`src/rtl/slice_sched_pkg.sv`:
```
// Shared types and sizing helpers for the time-slice scheduler.
// Imported by the top level and by the round-robin picker.
package slice_sched_pkg;

  typedef enum logic [1:0] {
    IDLE,
    GRANT,
    GAP
  } state_e;

  localparam int DEF_N_REQ = 4;
  localparam int DEF_WIDTH = 8;

  function automatic int ptr_w(input int n);
    return (n > 1) ? $clog2(n) : 1;
  endfunction

endpackage

```
`src/rtl/slice_scheduler_rr_pick.sv`:
```
// Combinational round-robin selector.
// Scans upward from ptr_i+1, wrapping modulo N_REQ.
module rr_pick
  import slice_sched_pkg::*;
#(
  parameter  int N_REQ = DEF_N_REQ,
  localparam int PW    = ptr_w(N_REQ)
) (
  input  logic [N_REQ-1:0] req_i,
  input  logic [PW-1:0]    ptr_i,
  output logic [N_REQ-1:0] pick_o,
  output logic [PW-1:0]    idx_o,
  output logic             any_o
);

  always_comb begin
    int j;
    logic [PW-1:0] k;
    j      = 0;
    k      = '0;
    pick_o = '0;
    idx_o  = '0;
    any_o  = 1'b0;
    for (int i = 1; i <= N_REQ; i++) begin
      j = (int'(ptr_i) + i) % N_REQ;
      k = PW'(j);
      if (!any_o && req_i[k]) begin
        any_o     = 1'b1;
        idx_o     = k;
        pick_o[k] = 1'b1;
      end
    end
  end

endmodule

```
`src/rtl/slice_scheduler.sv`:
```
// Round-robin time-slice scheduler for a shared cycle counter.
// Grants last a quantum of enabled cycles or until the holder drops req.
module slice_scheduler
  import slice_sched_pkg::*;
#(
  parameter  int N_REQ = DEF_N_REQ,
  parameter  int WIDTH = DEF_WIDTH,
  localparam int PW    = ptr_w(N_REQ)
) (
  input  logic             clk,
  input  logic             reset,
  input  logic             enable,
  input  logic [N_REQ-1:0] req,
  input  logic [WIDTH-1:0] quantum,
  output logic [N_REQ-1:0] grant,
  output logic [PW-1:0]    grant_id,
  output logic             busy,
  output logic [WIDTH-1:0] slice_count,
  output logic             expire
);

  state_e state_q, state_d;

  logic [N_REQ-1:0] grant_q, grant_d;
  logic [PW-1:0]    id_q, id_d;
  logic [PW-1:0]    ptr_q, ptr_d;
  logic             busy_q, busy_d;
  logic             exp_q, exp_d;
  logic [WIDTH-1:0] cnt_q, cnt_d;
  logic [WIDTH-1:0] qnt_q, qnt_d;

  logic [N_REQ-1:0] pick;
  logic [PW-1:0]    pick_idx;
  logic             pick_any;
  logic             rel;
  logic             hit;
  logic [WIDTH-1:0] last;

  rr_pick #(
    .N_REQ(N_REQ)
  ) u_pick (
    .req_i (req),
    .ptr_i (ptr_q),
    .pick_o(pick),
    .idx_o (pick_idx),
    .any_o (pick_any)
  );

  // quantum 0 wraps to 2^WIDTH-1, giving a full 2^WIDTH slice
  assign last = qnt_q - WIDTH'(1);
  assign rel  = !req[id_q];
  assign hit  = enable && (cnt_q == last);

  always_ff @(posedge clk or negedge reset) begin
    if (!reset) begin
      state_q <= IDLE;
    end else begin
      state_q <= state_d;
    end
  end

  always_comb begin
    state_d = state_q;
    unique case (state_q)
      IDLE:    if (enable && pick_any) state_d = GRANT;
      GRANT:   if (rel || hit)         state_d = GAP;
      GAP:                             state_d = IDLE;
      default:                         state_d = IDLE;
    endcase
  end

  always_comb begin
    grant_d = grant_q;
    id_d    = id_q;
    ptr_d   = ptr_q;
    busy_d  = busy_q;
    exp_d   = 1'b0;
    cnt_d   = cnt_q;
    qnt_d   = qnt_q;
    unique case (state_q)
      IDLE: begin
        if (enable && pick_any) begin
          grant_d = pick;
          id_d    = pick_idx;
          busy_d  = 1'b1;
          cnt_d   = '0;
          qnt_d   = quantum;
        end
      end
      GRANT: begin
        if (enable) cnt_d = cnt_q + WIDTH'(1);
        if (rel || hit) begin
          grant_d = '0;
          busy_d  = 1'b0;
          exp_d   = !rel;
        end
      end
      GAP:     ptr_d = id_q;
      default: ;
    endcase
  end

  always_ff @(posedge clk or negedge reset) begin
    if (!reset) begin
      grant_q <= '0;
      id_q    <= '0;
      ptr_q   <= PW'(N_REQ - 1);
      busy_q  <= 1'b0;
      exp_q   <= 1'b0;
      cnt_q   <= '0;
      qnt_q   <= '0;
    end else begin
      grant_q <= grant_d;
      id_q    <= id_d;
      ptr_q   <= ptr_d;
      busy_q  <= busy_d;
      exp_q   <= exp_d;
      cnt_q   <= cnt_d;
      qnt_q   <= qnt_d;
    end
  end

  assign grant       = grant_q;
  assign grant_id    = id_q;
  assign busy        = busy_q;
  assign slice_count = cnt_q;
  assign expire      = exp_q;

endmodule

```
`config.mk`:
```
export PLATFORM = sky130hd
export DESIGN_NAME = slice_scheduler
export DESIGN_NICKNAME = d
export VERILOG_FILES = /design/src/rtl/slice_sched_pkg.sv /design/src/rtl/slice_scheduler_rr_pick.sv /design/src/rtl/slice_scheduler.sv
export SDC_FILE = /design/constraint.sdc
export NUM_CORES = 1
export LEC_CHECK = 0
export CORE_MARGIN = 4
export CORE_UTILIZATION = 58
export DETAILED_ROUTE_END_ITERATION = 16
export PLACE_DENSITY = 0.87
export SYNTH_ARGS = -nofsm -noshare
export SYNTH_HDL_FRONTEND = slang
export SYNTH_SLANG_ARGS = --single-unit
export TNS_END_PERCENT = 100
```
`constraint.sdc`:
```
create_clock -name clk -period 8.15 [get_ports clk]
set_input_delay 2.0375 -clock clk [delete_from_list [all_inputs] [get_ports clk]]
set_output_delay 2.0375 -clock clk [all_outputs]
set_load 0.005 [all_outputs]
```
After elaboration in Yosys (flattened, before gate mapping)
Index checks and enable logic that the tools add are counted.

Memory bits (read-only): 0. Register bits: 28. Memories: 0. Word-level logic and storage cells: 96. Output and inout bits: 16. Bits in latches: 0. Memory bits (writable): 0.

Reduce and logical (&&, ||, !) cells: 20. $mul: 0. Bitwise gates (word level): 3. Add/sub/neg operators: 6. Equality and inequality tests: 6. Div/mod/pow operators: 0. $lt $le $gt $ge: 9. Mux-type cells: 44. Shift-type cells: 0.

Operators with widths (count): 4-bit 2-to-1 mux (6); 1-bit 2-to-1 mux (17); 8-bit 2-to-1 mux (2); 8-bit case mux with 2 select lines (1); 2-bit by 3-bit < comparator with 1-bit output, second input constant (5); 2-bit 2-to-1 mux (6); 4-bit bitwise OR (3); 1-bit binary-select mux with 2-bit select (5); 1-bit logical AND (9); 8-bit by 1-bit adder with 8-bit output, second input constant (1); 1-bit demux with 2-bit select (4); 8-bit == test (1); 2-bit by 1-bit >= comparator with 1-bit output, second input constant (4); 4-bit case mux with 2 select lines (1); 8-bit by 1-bit subtractor with 8-bit output, second input constant (1); 2-bit != test, second input constant (3); 3-bit AND reduction (2); 2-bit by 1-bit adder with 2-bit output, second input constant (2); 2-bit adder, second input constant (2); 1-bit logical NOT (4); 2-bit case mux with 2 select lines (1); 2-bit AND reduction (2); 2-bit by 1-bit == test with 1-bit output, second input constant (1); 2-bit == test, second input constant (1); 4 further kinds (4).

Longest topological paths before layout
Gate-level depths: netlist (run 1).

Depth after elaboration: 16. Mapped depth: 9. Mapped depth without buffers: 7.

By module
A second synthesis (run 1) with hierarchy kept.

Cells, all modules: 216. Area, all modules: 2073.2 µm².

By module, submodules not included: slice_scheduler (cells an instance 148, instances 1, area an instance 1547.7 µm²); rr_pick (cells an instance 68, instances 1, area an instance 525.5 µm²).

Worst setup path before layout (run 1)
Ideal clock, no wire load.

Kind: input to register. From: in req[1]. To: reg id_q[1], in the netlist grant_id[1]. Setup time: 0.134 ns. Cell stages on the path: 6. Slack: 4.783 ns. Path buffers: 1. Data arrival time: 3.234 ns. Data required time: 8.016 ns. Cell sequence: clkbuf_1 nor3b_1 a211oi_1 a311oi_2 a2111oi_0 o21ai_1.

Word-level cells in the longest chain between the ends: 14. Elaborated cells on any way between the ends: 24.

RTL lines: start: declaration (RTL line slice_scheduler.sv:13) `input logic [N_REQ-1:0] req,`; 1-bit binary-select mux with 2-bit select (RTL line slice_scheduler_rr_pick.sv:27) `if (!any_o && req_i[k]) begin`; 1-bit 2-to-1 mux (not written as such) (RTL line slice_scheduler_rr_pick.sv:27); 1-bit 2-to-1 mux (RTL line slice_scheduler_rr_pick.sv:27); 1-bit logical NOT (RTL line slice_scheduler_rr_pick.sv:27); 1-bit logical AND (RTL line slice_scheduler_rr_pick.sv:27); 1-bit 2-to-1 mux (RTL line slice_scheduler_rr_pick.sv:27); 1-bit logical NOT (RTL line slice_scheduler_rr_pick.sv:27); 1-bit logical AND (RTL line slice_scheduler_rr_pick.sv:27); 1-bit 2-to-1 mux (RTL line slice_scheduler_rr_pick.sv:27); 1-bit logical NOT (RTL line slice_scheduler_rr_pick.sv:27); 1-bit logical AND (RTL line slice_scheduler_rr_pick.sv:27); 1-bit 2-to-1 mux (RTL line slice_scheduler_rr_pick.sv:27); 1-bit logical AND (RTL line slice_scheduler.sv:82) `if (enable && pick_any) begin`; 2-bit AND reduction (no line); end signal: assignment (RTL line slice_scheduler.sv:114) `id_q <= id_d;`; end: declaration (RTL line slice_scheduler.sv:25) `logic [PW-1:0] id_q, id_d;`.

Parallel ways exist; a longest one is shown, timed or not. The select of a mux whose other input is x is not followed. A chain may end at the register's enable or synchronous reset.

Final worst setup path (run 1)
From: in req[1]. To: reg cnt_q[7], in the netlist slice_count[7].

Word-level cells in the longest chain between the ends: 15. Elaborated cells on any way between the ends: 21.

RTL lines: 1-bit binary-select mux with 2-bit select (RTL line slice_scheduler_rr_pick.sv:27); 1-bit 2-to-1 mux (not written as such) (RTL line slice_scheduler_rr_pick.sv:27); 1-bit 2-to-1 mux (RTL line slice_scheduler_rr_pick.sv:27); 1-bit logical NOT (RTL line slice_scheduler_rr_pick.sv:27); 1-bit logical AND (RTL line slice_scheduler_rr_pick.sv:27); 1-bit 2-to-1 mux (RTL line slice_scheduler_rr_pick.sv:27); 1-bit logical NOT (RTL line slice_scheduler_rr_pick.sv:27); 1-bit logical AND (RTL line slice_scheduler_rr_pick.sv:27); 1-bit 2-to-1 mux (RTL line slice_scheduler_rr_pick.sv:27); 1-bit logical NOT (RTL line slice_scheduler_rr_pick.sv:27); 1-bit logical AND (RTL line slice_scheduler_rr_pick.sv:27); 1-bit 2-to-1 mux (*) (RTL line slice_scheduler_rr_pick.sv:27); 1-bit logical AND (*) (RTL line slice_scheduler.sv:82); 2-bit != test (no line) (*); 3-bit AND reduction (no line) (*); end signal: assignment (RTL line slice_scheduler.sv:118) `cnt_q <= cnt_d;`; end: declaration (RTL line slice_scheduler.sv:29) `logic [WIDTH-1:0] cnt_q, cnt_d;`.

Every way passes the cells marked *; elsewhere a longest branch is shown, timed or not. The select of a mux whose other input is x is not followed.

==> impl_metrics.prom, run 1 <==
# TYPE chip_impl_metric gauge
chip_impl_info{name="category_of_the_most_critical_setup_path",value="input pin to flip-flop"} 1
chip_impl_metric{name="finalPower",unit="uW"} 768
chip_impl_metric{name="initial_utilization",unit=""} 0.619
chip_impl_metric{name="via_count_of_the_first_global_routing_pass",unit=""} 1684
chip_impl_metric{name="globalRouteOverflowTotal",unit=""} 0
chip_impl_metric{name="drt-total-wl",unit="microns"} 4320
chip_impl_info{name="netlist_top_cells_area",value="sky130_fd_sc_hd__dfrtp_1, sky130_fd_sc_hd__nand2_1, sky130_fd_sc_hd__ha_1, sky130_fd_sc_hd__o21ai_0, sky130_fd_sc_hd__xnor2_1"} 1
chip_impl_metric{name="input_output_buffers",unit=""} 30
chip_impl_info{name="root_buffer",value="sky130_fd_sc_hd__clkbuf_4"} 1
chip_impl_metric{name="postCtsSetupBuffers",unit=""} 0
chip_impl_metric{name="vias_per_cell",unit=""} 5.92
chip_impl_metric{name="grt_use_total",unit=""} 0.223
chip_impl_metric{name="place_congestion",unit=""} 0.870
chip_impl_info{name="synth.largest_area_cell",value="sky130_fd_sc_hd__dfrtp_1"} 1
chip_impl_metric{name="synth_edf_count",unit=""} 0
chip_impl_metric{name="cts-root-to-sink-buffers",unit=""} 2
chip_impl_info{name="critical_path.most_common_cell",value="sky130_fd_sc_hd__or4_1"} 1
chip_impl_metric{name="worst_tran_pin_value",unit="ps"} 637
chip_impl_metric{name="finalMaxSlewViolations",unit=""} 0
chip_impl_metric{name="netlist_area",unit="sq um"} 1920
chip_impl_metric{name="nFillCells",unit=""} 255
chip_impl_metric{name="ys_ff_latch",unit=""} 28
chip_impl_metric{name="flip_flop_and_latch_area",unit="sq um"} 703
chip_impl_metric{name="die_area",unit="sq um"} 4290
chip_impl_metric{name="setup-tns-final",unit="ps"} 0
chip_impl_metric{name="layout_min_cycle_time",unit="ps"} 3820
chip_impl_metric{name="synthDistinctLibCells",unit=""} 48
chip_impl_metric{name="holdBufCountCts",unit=""} 0
chip_impl_metric{name="grt_max_degree",unit=""} 29
chip_impl_info{name="post_synth_most_frequent_cells",value="sky130_fd_sc_hd__nand2_1, sky130_fd_sc_hd__dfrtp_1, sky130_fd_sc_hd__o21ai_0, sky130_fd_sc_hd__inv_1, sky130_fd_sc_hd__nor2_1"} 1
chip_impl_metric{name="net_count_of_the_mapped_netlist",unit=""} 246
chip_impl_metric{name="achievable-frequency",unit="MHz"} 262
chip_impl_metric{name="ctsHtreeMaxLevel",unit=""} 1
chip_impl_metric{name="cts.clk_slew.worst_paths",unit="ps"} 150
chip_impl_metric{name="timing.critical_path.required",unit="ps"} 8410
chip_impl_metric{name="timing.max_slew.rel_slack",unit=""} 0.571
chip_impl_metric{name="coreArea",unit="sq um"} 3100
chip_impl_metric{name="io_pins",unit=""} 31
chip_impl_metric{name="cp.arrival",unit="ps"} 4090
chip_impl_metric{name="timing.critical_path.fanout_max",unit=""} 13
chip_impl_metric{name="std_cell_rows",unit=""} 20
chip_impl_metric{name="seq_area_frac_synth",unit=""} 0.366
chip_impl_info{name="tritoncts",value="yes"} 1
chip_impl_metric{name="antenna_found_initial",unit=""} 0
chip_impl_metric{name="setup_viol_count_final",unit=""} 0
chip_impl_info{name="critPathSlowestCell",value="sky130_fd_sc_hd__clkdlybuf4s50_1"} 1
chip_impl_metric{name="yosysTopAreaCellShare",unit=""} 0.339
chip_impl_info{name="status",value="finished clean"} 1
chip_impl_metric{name="cts_resized",unit=""} 0
chip_impl_metric{name="hpwlAfterDp",unit="microns"} 3270
chip_impl_metric{name="detail_route.drc_violations",unit=""} 0
chip_impl_metric{name="ir_drop",unit="V"} 0.000163
chip_impl_metric{name="drive_gt1_frac",unit=""} 0.0648
chip_impl_metric{name="drt_pass1_iterations",unit=""} 4
chip_impl_metric{name="finalInstanceArea",unit="sq um"} 2300
chip_impl_metric{name="synthesis.yosys.warnings",unit=""} 0
chip_impl_info{name="worstSetupStartpointType",value="input pin"} 1
chip_impl_metric{name="power.density_cell_area",unit="nW/um^2"} 334
chip_impl_info{name="post-synth-top-count-cell",value="sky130_fd_sc_hd__nand2_1"} 1
chip_impl_metric{name="post_synth.cell_area_avg",unit="sq um"} 8.68
chip_impl_metric{name="tritoncts.num_buffers",unit=""} 3
chip_impl_metric{name="finClkSkew",unit="ps"} 5.76
chip_impl_metric{name="wl_per_cell",unit="microns"} 14.8
chip_impl_info{name="worst_setup_path_end_kind",value="flip-flop"} 1
chip_impl_metric{name="asyncSetResetFlopFracSynth",unit=""} 1.00
chip_impl_metric{name="dieHeight",unit="microns"} 65.5
chip_impl_metric{name="dieWidth",unit="microns"} 65.5
chip_impl_metric{name="vias",unit=""} 1724
chip_impl_metric{name="worst_path_largest_cell_delay",unit="ps"} 710
chip_impl_metric{name="clock_latency",unit="ps"} 330
chip_impl_info{name="dominantRegCellSynth",value="sky130_fd_sc_hd__dfrtp_1"} 1
chip_impl_metric{name="final_antenna_net_count",unit=""} 0
chip_impl_info{name="timing.hold.worst.class",value="flip-flop to flip-flop"} 1
chip_impl_info{name="crit_path_cell_trace",value="clkdlybuf4s50_1 > or4_1 > o21ai_2 > or4_1 > or3_1 > a21oi_1"} 1
chip_impl_metric{name="clock_sink_count",unit=""} 28
chip_impl_metric{name="instance_count_of_the_mapped_netlist",unit=""} 221
chip_impl_metric{name="power_leakage",unit="nW"} 0.949
chip_impl_metric{name="finalHoldViolCount",unit=""} 0
chip_impl_metric{name="antenna_cells_inserted",unit=""} 0
chip_impl_metric{name="grt_pass1_wl",unit="microns"} 7480
chip_impl_metric{name="period_share",unit=""} 0.469
chip_impl_metric{name="multi_input_comb_area",unit="sq um"} 1130
chip_impl_metric{name="place_area",unit="sq um"} 2250
chip_impl_metric{name="flow.area_growth_from_synthesis",unit="%"} 19.9
chip_impl_metric{name="iter_0_drt_violations",unit=""} 133
chip_impl_info{name="unrepaired_setup_endpoints_after_global_routing",value="false"} 1
chip_impl_metric{name="timing.max_cap.violations",unit=""} 0
chip_impl_metric{name="nNetsFinal",unit=""} 273
[cell usage in the layout (no fill, tap or decap), drive strengths merged, types with 6 or more instances in the layout]
| cell type | synthesis | layout |
|---|---|---|
| a21oi | 6 | 6 |
| o21ai | 19 | 19 |
| clkdlybuf4s50 | 0 | 30 |
| nor3 | 6 | 6 |
| nand2 | 43 | 43 |
| ha | 10 | 10 |
| nor2 | 12 | 12 |
| dfrtp | 26 | 26 |
| inv | 15 | 15 |
| xnor2 | 8 | 8 |
[kinds of logic (layout without fill, tap and decap cells)]
logic type                 count (synthesis)  count (layout)  share of synthesized area
muxes                                      3               3                     0.0352
AOI/OAI and AO/OA                         49              49                      0.173
DFF                                       28              28                      0.366
buffers and inverters                     24              50                     0.0469
and+or+nand+nor                           94              94                      0.254
adders and majority gates                 10              10                     0.0652
xor gates and xnor gates                  13              13                     0.0593
[registers in the layout, indices dropped and copies added, names as in the netlist]
| signal | flops |
|---|---|
| grant | 4 |
| slice_count | 8 |
| expire | 1 |
| busy | 1 |
| ptr_q | 2 |
| state_q | 2 |
| qnt_q | 8 |
| grant_id | 2 |
[cell type report]
| cell class | instances | share of cell area |
|---|---|---|
| clock buffer | 3 | 0.00979 |
| clock inverter | 1 | 0.0131 |
| inverter | 15 | 0.0245 |
| multi-input combinational | 169 | 0.489 |
| sequential | 28 | 0.306 |
| tap | 44 | 0.0239 |
| timing repair buffer | 31 | 0.134 |
[worst paths after layout]
kind | start | endpoint | slack, ps | depth (start not counted)
max in group asynchronous | reset | ptr_q[1] | 5790 | 2
min in group asynchronous | reset | slice_count[6] | 2060 | 2
setup / recovery | req[1] | slice_count[7] | 4330 | 6
hold / removal | qnt_q[7] | qnt_q[7] | 530 | 2
setup reg to reg | ptr_q[0] | grant[3] | 5400 | 7
hold reg to reg | qnt_q[7] | qnt_q[7] | 530 | 2
[stage by stage]
step / std cells / worst slack [ps] / util / hold slack (ps)
final: 291 / 4330 / 0.742 / 529
after CTS: 291 / 4340 / 0.742 / 533
after detailed placement: 287 / 3990 / 0.725 / 499
after floorplan: 221 / 4780 / - / 465
after global routing: 291 / 4200 / 0.742 / 553
after global placement: 287 / 4060 / 0.725 / 488
[report_power, final]
group	internal (mW)	switching [mW]	total, mW
combinational	0.191	0.210	0.401
sequential	0.194	0.0822	0.276
clock	0.0498	0.0417	0.0914
total	0.434	0.334	0.768
[worst max-delay path: cells and delay by family]
| kind | cells | cell delay (ps) |
|---|---|---|
| buffers and inverters | 1 | 710 |
| AOI/OAI and AO/OA | 2 | 260 |
| and+or+nand+nor | 3 | 1080 |
[routing by layer]
| layer | share of wire | track usage |
|---|---|---|
| met3 | 0.054 | 0.0274 |
| met4 | 0.018 | 0.104 |
| met5 | 0 | 0 |
| met2 | 0.52 | 0.396 |
| met1 | 0.41 | 0.267 |
Power figures use the tool's default switching activity.
==> inputs of run 2 (changes only) <==
--- a/config.mk
+++ b/config.mk
@@ -6,9 +6,9 @@
 export NUM_CORES = 1
 export LEC_CHECK = 0
 export CORE_MARGIN = 4
-export CORE_UTILIZATION = 58
+export CORE_UTILIZATION = 48
 export DETAILED_ROUTE_END_ITERATION = 16
-export PLACE_DENSITY = 0.87
+export PLACE_DENSITY = 0.77
 export SYNTH_ARGS = -nofsm -noshare
 export SYNTH_HDL_FRONTEND = slang
 export SYNTH_SLANG_ARGS = --single-unit
==> constraint.sdc (replaced) <==
create_clock -name clk -period 3.3 [get_ports clk]
set_input_delay 0.825 -clock clk [delete_from_list [all_inputs] [get_ports clk]]
set_output_delay 0.825 -clock clk [all_outputs]
set_load 0.005 [all_outputs]
==> impl_metrics.prom, run 2 (synthesis results as in run 1) <==
# TYPE chip_impl_metric gauge
chip_impl_metric{name="final_antenna_net_count",unit=""} 0
chip_impl_info{name="most-common-layout-cells",value="sky130_fd_sc_hd__nand2_1, sky130_fd_sc_hd__clkdlybuf4s50_1, sky130_fd_sc_hd__dfrtp_1, sky130_fd_sc_hd__o21ai_0, sky130_fd_sc_hd__inv_1"} 1
chip_impl_metric{name="nFillCells",unit=""} 326
chip_impl_metric{name="drt_pass1_iterations",unit=""} 5
chip_impl_metric{name="nNetsFinal",unit=""} 276
chip_impl_metric{name="antenna_cells_inserted",unit=""} 0
chip_impl_metric{name="io_pins",unit=""} 31
chip_impl_metric{name="timing.max_cap.violations",unit=""} 0
chip_impl_metric{name="dieHeight",unit="microns"} 71.2
chip_impl_metric{name="achievable-frequency",unit="MHz"} 361
chip_impl_metric{name="cts_resized",unit=""} 0
chip_impl_metric{name="timing.critical_path.fanout_max",unit=""} 16
chip_impl_info{name="holdCritStartpoint",value="qnt_q[7]"} 1
chip_impl_info{name="category_of_the_most_critical_setup_path",value="flip-flop to flip-flop"} 1
chip_impl_metric{name="setup_viol_count_final",unit=""} 0
chip_impl_metric{name="hpwlAfterDp",unit="microns"} 3240
chip_impl_metric{name="globalRouteOverflowTotal",unit=""} 0
chip_impl_metric{name="tritoncts.num_buffers",unit=""} 3
chip_impl_metric{name="place_congestion",unit=""} 0.894
chip_impl_metric{name="vias_per_cell",unit=""} 5.68
chip_impl_metric{name="std_cell_rows",unit=""} 22
chip_impl_metric{name="drive_gt1_frac",unit=""} 0.0720
chip_impl_metric{name="grt_max_degree",unit=""} 29
chip_impl_metric{name="power.density_cell_area",unit="nW/um^2"} 799
chip_impl_metric{name="antenna_found_initial",unit=""} 0
chip_impl_metric{name="ctsHtreeMaxLevel",unit=""} 1
chip_impl_info{name="worstSetupStartpointType",value="flip-flop"} 1
chip_impl_metric{name="clock_latency",unit="ps"} 270
chip_impl_metric{name="clock_sink_count",unit=""} 28
chip_impl_metric{name="layout_min_cycle_time",unit="ps"} 2770
chip_impl_metric{name="power_leakage",unit="nW"} 0.958
chip_impl_info{name="unrepaired_setup_endpoints_after_global_routing",value="false"} 1
chip_impl_metric{name="worst_tran_pin_value",unit="ps"} 641
chip_impl_metric{name="initial_utilization",unit=""} 0.509
chip_impl_metric{name="dp_cells",unit=""} 294
chip_impl_metric{name="setup-tns-final",unit="ps"} 0
chip_impl_info{name="worst_r2r_startpoint",value="ptr_q[0]"} 1
chip_impl_metric{name="grt_pass1_wl",unit="microns"} 7270
chip_impl_metric{name="vias",unit=""} 1692
chip_impl_metric{name="finalInstanceArea",unit="sq um"} 2320
chip_impl_metric{name="detail_route.drc_violations",unit=""} 0
chip_impl_metric{name="dpl_worst_slack",unit="ps"} 395
chip_impl_metric{name="cp.arrival",unit="ps"} 2950
chip_impl_metric{name="grt_use_total",unit=""} 0.176
chip_impl_metric{name="iter_0_drt_violations",unit=""} 89
chip_impl_metric{name="ir_drop",unit="V"} 0.000408
chip_impl_metric{name="timing.critical_path.required",unit="ps"} 3480
chip_impl_info{name="crit_path_cell_trace",value="inv_1 > ha_1 > mux4_2 > nand2b_1 > o21ai_0 > a221oi_1 > o22ai_1"} 1
chip_impl_metric{name="holdBufCountCts",unit=""} 0
chip_impl_metric{name="finClkSkew",unit="ps"} 3.03
chip_impl_info{name="root_buffer",value="sky130_fd_sc_hd__clkbuf_8"} 1
chip_impl_metric{name="period_share",unit=""} 0.839
chip_impl_info{name="timing.hold.worst.class",value="flip-flop to flip-flop"} 1
chip_impl_metric{name="worst_path_largest_cell_delay",unit="ps"} 730
chip_impl_metric{name="drt-total-wl",unit="microns"} 4190
chip_impl_metric{name="input_output_buffers",unit=""} 30
chip_impl_metric{name="flow.area_growth_from_synthesis",unit="%"} 20.9
chip_impl_info{name="worst_setup_path_end_kind",value="flip-flop"} 1
chip_impl_metric{name="met2_length",unit="microns"} 2050
chip_impl_metric{name="coreArea",unit="sq um"} 3770
chip_impl_metric{name="dieWidth",unit="microns"} 71.2
chip_impl_info{name="tritoncts",value="yes"} 1
chip_impl_info{name="crit_family",value="flip-flops"} 1
chip_impl_info{name="critPathLaunch",value="ptr_q[0]"} 1
chip_impl_info{name="final_common_cell",value="sky130_fd_sc_hd__nand2_1"} 1
chip_impl_metric{name="layout_setup_ws",unit="ps"} 533
chip_impl_metric{name="finalHoldViolCount",unit=""} 0
chip_impl_metric{name="place_area",unit="sq um"} 2280
chip_impl_metric{name="wirelength_met1",unit="microns"} 1890
chip_impl_metric{name="path_buf_inv",unit=""} 1
chip_impl_metric{name="routed-wl-met3",unit="microns"} 176
chip_impl_metric{name="wl_per_cell",unit="microns"} 14.1
chip_impl_metric{name="timing.max_slew.rel_slack",unit=""} 0.568
chip_impl_info{name="highest_layer",value="met4"} 1
chip_impl_metric{name="stdcell_count",unit=""} 298
chip_impl_metric{name="via_count_of_the_first_global_routing_pass",unit=""} 1582
chip_impl_metric{name="postCtsSetupBuffers",unit=""} 0
chip_impl_info{name="critPathSlowestCell",value="sky130_fd_sc_hd__dfstp_2"} 1
chip_impl_metric{name="finalPower",unit="mW"} 1.85
chip_impl_metric{name="cts.clk_slew.worst_paths",unit="ps"} 90
chip_impl_metric{name="die_area",unit="sq um"} 5070
chip_impl_metric{name="cts-root-to-sink-buffers",unit=""} 2
chip_impl_info{name="status",value="finished clean"} 1
chip_impl_metric{name="finalMaxSlewViolations",unit=""} 0
run 2: cell types whose count changed in the layout (fill, tap and decap cells not counted), sizes merged:
| cell | delta |
|---|---|
| bufinv | -1 |
| clkbuf | +1 |
| buf | +3 |
run 2: worst paths after layout:
path	to	slack, ps	cells after the start
setup / recovery	grant[2]	530	7
hold / removal	qnt_q[7]	520	2
setup reg to reg	grant[2]	530	7
hold reg to reg	qnt_q[7]	520	2
max in group asynchronous	ptr_q[0]	2080	2
min in group asynchronous	slice_count[0]	920	2
run 2: per-layer routing:
layer,global-route usage,vias up
met2,0.297,46
met4,0.0605,0
met5,0,-
met1,0.227,800
met3,0.0295,9
li1,-,837
run 2: through the flow:
step                hold slack, ps   util
floorplan                      465      -
global placement               491  0.604
detailed placement             498  0.604
CTS                            522  0.615
global route                   555  0.615
finish                         515  0.615
run 2: cell type report:
type | count | area [sq um] | area share
tap | 48 | 60.1 | 0.0259
multi-input combinational | 169 | 1130 | 0.485
timing repair buffer | 34 | 330 | 0.142
sequential | 28 | 703 | 0.303
clock buffer | 4 | 45.0 | 0.0194
inverter | 15 | 56.3 | 0.0243
run 2: power by group:
part	leakage [nW]	internal [mW]	switching, mW
clock	0.0228	0.0867	0.105
combinational	0.575	0.473	0.509
sequential	0.360	0.479	0.200
total	0.958	1.04	0.814
run 2: worst reg2reg max path, cell delays in order, from the launching register on:
cell,delay (ps)
sky130_fd_sc_hd__dfstp_2,730
sky130_fd_sc_hd__inv_1,210
sky130_fd_sc_hd__ha_1,480
sky130_fd_sc_hd__mux4_2,600
sky130_fd_sc_hd__nand2b_1,220
sky130_fd_sc_hd__o21ai_0,170
sky130_fd_sc_hd__a221oi_1,80
sky130_fd_sc_hd__o22ai_1,180
